===== src/rtl/fb_write_arbiter.sv =====
`default_nettype none
// ============================================================================
//  Module   : fb_write_arbiter
//  Purpose  : Arbitrates framebuffer writes between a full-screen clear sweep
//             and single-pixel draw requests. A clear overwrites every pixel
//             in row-major order, one write per cycle. Draw requests are
//             served only while idle, one write per two cycles at most.
//  Ports    : clock        - sole clock, rising edge
//             reset        - synchronous, active-low
//             clear_start  - one-cycle clear request
//             clear_color  - fill value, sampled on every clear write
//             draw_req     - pixel write request, held until draw_ack
//             draw_x/y     - draw coordinates (11 bit)
//             draw_color   - draw pixel data
//             draw_ack     - one-cycle acknowledge of a draw request
//             fb_we/x/y    - framebuffer write enable and address
//             fb_data      - framebuffer write data
//             busy         - high while a clear sweep is in progress
//             clear_done   - one-cycle pulse after the last clear write
//  Revision : 1.0 - initial release
// ============================================================================
module fb_write_arbiter #(
    parameter int WIDTH   = 320,
    parameter int HEIGHT  = 240,
    parameter int COLOR_W = 8
) (
    input  logic               clock,
    input  logic               reset,
    input  logic               clear_start,
    input  logic [COLOR_W-1:0] clear_color,
    input  logic               draw_req,
    input  logic [10:0]        draw_x,
    input  logic [10:0]        draw_y,
    input  logic [COLOR_W-1:0] draw_color,
    output logic               draw_ack,
    output logic               fb_we,
    output logic [10:0]        fb_x,
    output logic [10:0]        fb_y,
    output logic [COLOR_W-1:0] fb_data,
    output logic               busy,
    output logic               clear_done
);

    localparam logic [0:0]  c_st_idle  = 1'b0;
    localparam logic [0:0]  c_st_clear = 1'b1;

    localparam logic [10:0] c_width  = 11'(WIDTH);
    localparam logic [10:0] c_height = 11'(HEIGHT);
    localparam logic [10:0] c_x_last = 11'(WIDTH - 1);
    localparam logic [10:0] c_y_last = 11'(HEIGHT - 1);

    logic [0:0]  r_state;
    logic [10:0] r_x;
    logic [10:0] r_y;
    logic        r_pending;
    // Set once the final pixel has been issued; the following cycle closes
    // the sweep and produces the clear_done pulse.
    logic        r_sweep_end;

    logic w_draw_ok;
    logic w_in_range;
    logic w_defer;
    logic w_start;

    // A request cannot be taken in the cycle its acknowledge is showing,
    // which bounds the draw rate to one write every two cycles.
    assign w_draw_ok  = draw_req && !draw_ack;
    assign w_in_range = (draw_x < c_width) && (draw_y < c_height);
    // A queued clear yields for exactly one draw right after a sweep ends,
    // so a client waiting through back-to-back clears is not starved.
    assign w_defer    = clear_done && r_pending && w_draw_ok;
    assign w_start    = (clear_start || r_pending) && !w_defer;

    always_ff @(posedge clock) begin
        if (!reset) begin
            r_state     <= c_st_idle;
            r_x         <= 11'd0;
            r_y         <= 11'd0;
            r_pending   <= 1'b0;
            r_sweep_end <= 1'b0;
            draw_ack    <= 1'b0;
            fb_we       <= 1'b0;
            fb_x        <= 11'd0;
            fb_y        <= 11'd0;
            fb_data     <= '0;
            busy        <= 1'b0;
            clear_done  <= 1'b0;
        end else begin
            draw_ack   <= 1'b0;
            fb_we      <= 1'b0;
            clear_done <= 1'b0;

            case (r_state)
                c_st_idle: begin
                    if (w_start) begin
                        r_state     <= c_st_clear;
                        r_x         <= 11'd0;
                        r_y         <= 11'd0;
                        r_pending   <= 1'b0;
                        r_sweep_end <= 1'b0;
                        busy        <= 1'b1;
                    end else if (w_draw_ok) begin
                        // Out-of-range requests are acknowledged and dropped.
                        draw_ack <= 1'b1;
                        if (w_in_range) begin
                            fb_we   <= 1'b1;
                            fb_x    <= draw_x;
                            fb_y    <= draw_y;
                            fb_data <= draw_color;
                        end
                    end
                end

                c_st_clear: begin
                    // Requests during a sweep collapse into a single pending clear.
                    if (clear_start) begin
                        r_pending <= 1'b1;
                    end
                    if (r_sweep_end) begin
                        r_state     <= c_st_idle;
                        r_sweep_end <= 1'b0;
                        busy        <= 1'b0;
                        clear_done  <= 1'b1;
                    end else begin
                        fb_we   <= 1'b1;
                        fb_x    <= r_x;
                        fb_y    <= r_y;
                        fb_data <= clear_color;
                        if (r_x == c_x_last) begin
                            r_x <= 11'd0;
                            if (r_y == c_y_last) begin
                                r_sweep_end <= 1'b1;
                            end else begin
                                r_y <= r_y + 11'd1;
                            end
                        end else begin
                            r_x <= r_x + 11'd1;
                        end
                    end
                end

                default: begin
                    r_state <= c_st_idle;
                end
            endcase
        end
    end

endmodule
`default_nettype wire


===== config.mk =====
export PLATFORM = sky130hd
export DESIGN_NAME = fb_write_arbiter
export DESIGN_NICKNAME = d
export VERILOG_FILES = /design/src/rtl/fb_write_arbiter.sv
export SDC_FILE = /design/constraint.sdc
export NUM_CORES = 1
export LEC_CHECK = 0
export ABC_CLOCK_PERIOD_IN_PS = 1700
export BUFFER_PORTS_ARGS = -buffer_cell sky130_fd_sc_hd__buf_2
export CAP_MARGIN = 20
export CORE_ASPECT_RATIO = 1.4
export CORE_MARGIN = 4
export CORE_UTILIZATION = 40
export CTS_BUF_LIST = sky130_fd_sc_hd__clkbuf_16
export CTS_CLUSTER_SIZE = 30
export DETAILED_ROUTE_END_ITERATION = 16
export PLACE_DENSITY = 0.65
export SLEW_MARGIN = 5
export SYNTH_ARGS = -nofsm -noshare
export SYNTH_HDL_FRONTEND = slang
export SYNTH_SLANG_ARGS = --single-unit

===== constraint.sdc =====
create_clock -name clock -period 1.7 [get_ports clock]
set_clock_uncertainty 0.05 [all_clocks]
set_input_delay 0.34 -clock clock [delete_from_list [all_inputs] [get_ports clock]]
set_output_delay 0.34 -clock clock [all_outputs]
set_load 0.03 [all_outputs]

Word level (Yosys, flattened, before mapping)
Cells that the tools add are included.
{"block": "totals", "register_bits": 59, "out_inout_bits": 34, "wordCells": 86}
{"block": "op_classes", "addsub": 2, "n_lt_le_gt_ge": 2, "eq_ne": 11, "n_mux": 42, "bitwise": 2, "n_reduce_logical": 15}
{"cell": "$mux W11", "count": 14}
{"cell": "$pmux W11 S2", "count": 4}
{"cell": "$mux W8", "count": 4}
{"cell": "$add A11 B1 Y11 const B", "count": 2}
{"cell": "$pmux W8 S2", "count": 1}
{"cell": "$mux W1", "count": 14}
{"cell": "$ne A2 B2 Y1 const B", "count": 7}
{"cell": "$eq A11 B8 Y1 const B", "count": 1}
{"cell": "$eq A11 B9 Y1 const B", "count": 1}
{"cell": "$lt A11 B8 Y1 const B", "count": 1}
{"cell": "$lt A11 B9 Y1 const B", "count": 1}
{"cell": "$pmux W1 S2", "count": 5}
{"cell": "$reduce_and A2 Y1", "count": 4}
{"cell": "$reduce_and A4 Y1", "count": 2}
{"cell": "$logic_and A1 B1 Y1", "count": 5}
{"cell": "$ne A2 B1 Y1 const B", "count": 2}
{"cell": "$reduce_or A3 Y1", "count": 1}
{"cell": "$logic_not A1 Y1", "count": 2}
{"cell": "$not A1 Y1", "count": 2}
{"cell": "$logic_or A1 B1 Y1", "count": 1}

Longest topological paths before layout
Gate-level depths: netlist (run 1).
{"block": "logic_depth", "ltp_word": 7, "mapped_depth": 7, "ltp_nobuf": 5}

Worst setup path after synthesis (run 1)
Ideal clock, no wire load.
{"block": "synth_path", "path_kind": "register to register", "start": "reg draw_ack", "end": "reg r_x[10]", "setup_time_ns": 0.070, "arrival_ns": 1.622, "t_required_ns": 1.580, "path_slack_ns": -0.041, "stages_incl_launch_ff": 6, "synth_period_minus_slack_ns": 1.741, "cell_sequence": "dfxtp_1 > nand4b_1 > a31oi_1 > buf_2 > or4_1 > a21oi_1"}
{"block": "synth_via", "elab_chain_cells": 7}
{"element": "start: declaration", "line_no": "35", "rtl": "output logic draw_ack,"}
{"element": "start signal: assignment", "line_no": "81", "rtl": "draw_ack <= 1'b0;"}
{"element": "start signal: assignment", "line_no": "89", "rtl": "draw_ack <= 1'b0;"}
{"element": "start signal: assignment", "line_no": "104", "rtl": "draw_ack <= 1'b1;"}
{"element": "$logic_not A1 Y1", "line_no": "67", "rtl": "assign w_draw_ok = draw_req && !draw_ack;"}
{"element": "$logic_and A1 B1 Y1", "line_no": "67"}
{"element": "$logic_and A1 B1 Y1", "line_no": "71", "rtl": "assign w_defer = clear_done && r_pending && w_draw_ok;"}
{"element": "$logic_not A1 Y1", "line_no": "72", "rtl": "assign w_start = (clear_start || r_pending) && !w_defer;"}
{"element": "$logic_and A1 B1 Y1", "line_no": "72"}
{"element": "$ne A2 B2 Y1 (no source line)"}
{"element": "$reduce_and A2 Y1 (no source line)"}
{"element": "end signal: assignment", "line_no": "137", "rtl": "r_x <= r_x + 11'd1;"}
{"element": "end: declaration", "line_no": "53", "rtl": "logic [10:0] r_x;"}
Every way passes these cells.
A chain may end at the register's enable or synchronous reset.

Worst setup path in the final report (run 1)
{"block": "layout_path", "start": "reg r_pending", "end": "reg fb_y[4]"}
{"block": "layout_via", "elab_chain_cells": 6, "elab_cells_between_ends": 7, "cone_classes": "eq/ne (1); reduce/logical (6)"}
{"element": "start: declaration", "line_no": "55", "rtl": "logic r_pending;"}
{"element": "start signal: assignment", "line_no": "79", "rtl": "r_pending <= 1'b0;"}
{"element": "start signal: assignment", "line_no": "99", "rtl": "r_pending <= 1'b0;"}
{"element": "start signal: assignment", "line_no": "117", "rtl": "r_pending <= 1'b1;"}
{"element": "$logic_and A1 B1 Y1 (2 in series)", "line_no": "71"}
{"element": "$logic_not A1 Y1", "line_no": "72"}
{"element": "$logic_and A1 B1 Y1 *", "line_no": "72"}
{"element": "$ne A2 B2 Y1 (no source line) *"}
{"element": "$reduce_and A4 Y1 (no source line) *"}
{"element": "end signal: assignment", "line_no": "108", "rtl": "fb_y <= draw_y;"}
{"element": "end signal: assignment", "line_no": "127", "rtl": "fb_y <= r_y;"}
{"element": "end: declaration", "line_no": "38", "rtl": "output logic [10:0] fb_y,"}
Mark *: on every way between the ends. The rest lies on a longest branch, timed or not.

==> results.yml, run 1 <==
run_status:
  status: "complete, no violations"
final_layout:
  area_delta_synth_final_pct: 34.3
  n_fill_cell: 703
  diodes: 0
  drive_above_1_share: 0.394
  nNetsFinal: 504
  final_common_cell: "buf_2"
  fin_area_um2: 4180
  layout_common_cells: "buf_2, nand2_1, dfxtp_1"
power_and_ir_drop:
  p_leak_nw: 1.88
  internal_power_w: 0.00270
  pwr-share-comb: 0.183
  ir_drop_mv: 0.516
  power_switching_w: 0.00101
  seqPwrFrac: 0.402
  p_per_area_nw_per_um2: 886
  power.share.switching: 0.272
  power_frac_clock: 0.415
clock_tree:
  clock_sinks: 59
  hold_buffers: 0
  cts_tree: "built"
  cts-root-buf: "clkbuf_16"
  clockBufferDepth: 2
  cts_buffers: 9
  clk_pin_slew_worst_paths_ns: 0.05
  htreeDepth: 3
  clkLatencyLatePin_ns: 0.32
drt:
  ant_nets: 0
  drc: 0
  wl_mm: 8.51
  vias: 3032
  vias_per_cell: 5.40
  dr.pass1.iters: 4
  drt_iter0_drc: 147
  wl_per_cell_um: 15.2
critical_path:
  cp-end-kind: "register"
  required_ns: 1.86
  worst-setup-path-type: "reg2reg"
  reg2reg_depth: 5
  worst_setup_path_start_kind: "register"
  critPathArrivalTime_ns: 1.83
  cp_max_fo: 22
worst_hold_path:
  holdPathStages: 3
  worstHoldPathType: "in2reg"
global_routing:
  track_usage: 0.185
  grt_overflow: 0
  grtUsageMet1: 0.225
  gr-usage-met3: 0.0425
  grt_pass1_vias: 2916
  grt_pass1_wl_mm: 13.4
  antenna_found_initial: 0
  use_met2: 0.307
  grt_most_used_layer: "met2"
  grt_max_degree: 70
synth:
  synthFlopType: "dfxtp_1"
  avgSynthCellArea_um2: 8.81
  synthArstFlopShare: 0
  yosys_register_bits: 59
  synth-edff-count: 0
  synth.cell_area_um2: 3110
  syn-num-nets: 397
  synth-seq-area-share: 0.380
  synth_warnings: 0
  ys_types: 45
  syn_inst: 353
timing:
  finalHoldViolCount: 0
  finalSetupTns_ns: 0
  post-route-min-period_ns: 1.67
  setup_violations: 0
  tightest_slew_ns: 0.396
  max_slew_margin: 0.732
  rsz0062_at_grt: "true"
  worst_slack_ns: 0.0302
  timing.fmax_mhz: 599
  drv_slew: 0
  hold_slack_ns: 0.227
  finalCritPeriodShare: 0.982
place:
  dp_hpwl_mm: 6.05
  io_buffers: 75
  place_ws_ns: -0.139
  place.gp.congestion: 0.801
  place_area_um2: 3870
die:
  num_io_pins: 76
  initial_core_util: 0.417
  die_w_um: 82.5
  die-area_um2: 9270
  fp.dieH_um: 112
  core_um2: 7450
  rows: 37
job:
  drv_cap: 0
[sequential cells by signal, summed over array words and instances, names as in the netlist]
name,flops
fb_x,11
fb_y,11
r_x,11
r_y,11
fb_data,8
busy,1
clear_done,1
draw_ack,1
fb_we,1
r_pending,1
r_state,1
r_sweep_end,1
[kinds of logic after synthesis]
family | after synthesis | synth area share
and+or+nand+nor | 149 | 0.243
muxes | 59 | 0.201
DFF | 59 | 0.380
AOI/OAI and AO/OA | 50 | 0.115
buffers and inverters | 33 | 0.0503
adders and majority gates | 2 | 0.00804
xor gates and xnor gates | 1 | 0.00282
[layout make-up]
cell class | instances | area, µm² | area share
clock buffers | 9 | 225 | 0.0539
clock inverters | 6 | 26.3 | 0.00629
inverters | 6 | 22.5 | 0.00539
multi-input cells | 261 | 1820 | 0.436
flip-flops and latches | 59 | 1190 | 0.284
well taps | 97 | 121 | 0.0291
repair buffers | 123 | 774 | 0.185
[worst max-delay path: stages (launching register included)]
cell and delay (ns):
dfxtp_2 0.31, or2_4 0.25, a2111oi_4 0.40, a31oi_4 0.17
buf_12 0.20, mux2i_2 0.16
[power by group through the flow]
| stage | clock network [W] | registers, W | logic (W) |
|---|---|---|---|
| floorplan | 0 | 0.00162 | 0.000332 |
| global placement | 0 | 0.00151 | 0.000650 |
| detailed placement | 0 | 0.00151 | 0.000660 |
| CTS | 0.00157 | 0.00149 | 0.000662 |
| global route | 0.00164 | 0.00149 | 0.000733 |
| finish | 0.00154 | 0.00149 | 0.000677 |
[cells in the mapped netlist (all sizes together) (4+ instances only)]
library cell,n,area (µm²)
a21oi,15,75.1
a31oi,7,50.1
and2,5,31.3
and3,4,25.0
and4,4,35.0
buf,11,73.8
clkbuf,16,60.1
dfxtp,59,1180
inv,6,22.5
mux2,28,315
mux2i,31,310
nand2,73,274
nand3,14,70.1
nand4,13,81.3
nor2,8,30.0
nor4,4,25.0
o21ai,5,25.0
o31ai,6,45.0
or3,5,31.3
or4,8,60.1
[timing repair]
item	CTS	global route
cloned	0	1
endpoints found under the setup margin	2	41
buffers inserted	0	1
gates resized for setup	0	16
pin swaps	1	2
[per-stage QoR]
step           total power (W)   util  std cells
2_1_floorplan          0.00195      -        353
3_3_place_gp           0.00216  0.519        544
3_5_place_dp           0.00217  0.519        544
4_1_cts                0.00372  0.553        559
5_1_grt                0.00387  0.561        561
6_report               0.00370  0.561        561
[path summary, 6_finish.rpt]
path              slack, ns        start    endpoint
setup reg to reg       0.03    r_pending     fb_y[4]
hold / removal         0.23  clear_start   r_pending
setup / recovery       0.03    r_pending     fb_y[4]
hold reg to reg        0.41   fb_data[3]  fb_data[3]
[per-layer routing]
metal,vias up,share of wire
met5,-,0
met4,0,0.025
met3,26,0.068
met2,97,0.50
met1,1412,0.41
li1,1497,-
No activity file was read; power rests on OpenSTA's default activity.
==> run 2, diff against run 1 <==
- REMOVE_ABC_BUFFERS: unset -> 1
==> run 2 against run 1 <==
Effect of this change:
- register-to-register slack about the same
- setup slack gained 0.0012 ns
- design area increased by 2.0%
- via count decreased by 0.96%
- cell count grew 0.71%
- clock power grew 26%
==> results.yml, run 2 (same netlist as run 1, synthesis figures left out) <==
run_status:
  status: "complete, no violations"
final_layout:
  n_fill_cell: 690
  post-route-util: 0.572
  diodes: 0
  drive_above_1_share: 0.395
  layout_common_cells: "buf_2, nand2_1, dfxtp_1"
  area_delta_synth_final_pct: 37.0
  nNetsFinal: 507
  final_common_cell: "buf_2"
place:
  place.gp.congestion: 0.866
  io_buffers: 75
  dp_hpwl_mm: 6.05
die:
  core_um2: 7450
  die-area_um2: 9270
  rows: 37
  fp.dieH_um: 112
  num_io_pins: 76
  die_w_um: 82.5
  initial_core_util: 0.417
critical_path:
  cp_max_fo: 7
  worst-setup-path-type: "reg2reg"
  worst_setup_path_start_kind: "register"
  critPathArrivalTime_ns: 1.88
  reg2reg_slack_ns: 0.03
  r2r_start: "r_pending"
  cp-end-kind: "register"
  reg2reg_depth: 6
  required_ns: 1.91
  rr_endpoint: "r_x[3]"
power_and_ir_drop:
  p_per_area_nw_per_um2: 965
  p_leak_nw: 1.90
  finalPower_w: 0.00411
  ir_drop_mv: 0.783
clock_tree:
  clk_pin_slew_worst_paths_ns: 0.05
  htreeDepth: 3
  cts-root-buf: "clkbuf_16"
  clockBufferDepth: 2
  cts_tree: "built"
  clkLatencyLatePin_ns: 0.33
  clock_sinks: 59
  cts_buffers: 9
global_routing:
  grt_max_degree: 40
  grt_overflow: 0
  grt_pass1_wl_mm: 13.8
  antenna_found_initial: 0
  grt_pass1_vias: 3011
  track_usage: 0.191
worst_hold_path:
  hp-start: "clear_start"
  holdPathStages: 3
  min_to: "r_pending"
  worstHoldPathType: "in2reg"
drt:
  vias: 3003
  drc: 0
  ant_nets: 0
  wl_per_cell_um: 15.1
  dr.pass1.iters: 4
  vias_per_cell: 5.32
  highest_layer: "met4"
  dr_wl_met2_mm: 4.24
  drt_iter0_drc: 176
  route.layer.met1.wl_mm: 3.45
  wl_met3_um: 588
  wl_mm: 8.51
timing:
  finalSetupTns_ns: 0
  setup_violations: 0
  finalCritPeriodShare: 0.982
  rsz0062_at_grt: "true"
  finalHoldViolCount: 0
  drv_slew: 0
  timing.fmax_mhz: 599
  max_slew_margin: 0.684
  post-route-min-period_ns: 1.67
  tightest_slew_ns: 0.474
job:
  drv_cap: 0
## run 2: cell count changes in the layout (fill, tap and decap cells not counted), moves of 2 or more
cell,previous run,this run
inv_1,8,6
dfxtp_1,55,57
bufinv_16,0,2
dfxtp_2,4,2
clkinvlp_4,0,3
buf_4,43,47
## run 2: worst max path at each step
stage / from / to / slack, ns
floorplan: r_state / fb_data[0] / -1.51
global placement: draw_y[8] / fb_y[4] / -0.20
detailed placement: draw_y[8] / fb_y[10] / -0.23
CTS: r_pending / r_x[3] / 0.001
global route: r_pending / r_x[3] / -0.02
finish: r_pending / r_x[3] / 0.03
## run 2: per-stage QoR
stage | setup WS [ns] | area, µm² | hold slack (ns) | cells
after CTS | 0.00111 | 4200 | 0.213 | 563
after global routing | -0.0203 | 4260 | 0.224 | 565
after global placement | -0.202 | 3860 | 0.392 | 545
final | 0.0314 | 4260 | 0.211 | 565
after floorplan | -1.51 | 2980 | 0.411 | 326
after detailed placement | -0.232 | 3860 | 0.399 | 545
## run 2: power breakdown
part | switching [W] | internal [W]
registers | 0.0000349 | 0.00145
clock network | 0.000665 | 0.00127
logic | 0.000386 | 0.000303
total | 0.00109 | 0.00303
## run 2: what timing repair did
item,4_1_cts,5_1_grt
endpoints found under the setup margin,5,39
buffers inserted,2,1
pin swaps,3,6
hold endpoints to repair,0,0
resized for setup,2,13
hold buffers,0,0
gates cloned,0,1
## run 2: final cells by class
class                      count  area [µm²]  share of cell area
clock buffer                   9         225              0.0529
clock inverter                 7        92.6              0.0217
inverter                       6        22.5             0.00529
multi-input combinational    261        1830               0.429
sequential                    59        1180               0.278
tap                           97         121              0.0285
timing repair buffer         126         787               0.185
## run 2: critical path, cell delays in order (launching register included)
cell	delay, ns
dfxtp_2	0.31
buf_4	0.13
nand4b_1	0.19
a31oi_4	0.13
buf_6	0.15
or4_4	0.47
a21oi_2	0.16
## run 2: metal layers
metal	vias to the layer above	GRT usage
met2	91	0.318
met4	0	0.0818
li1	1503	-
met3	20	0.0666
met1	1389	0.217
met5	-	0
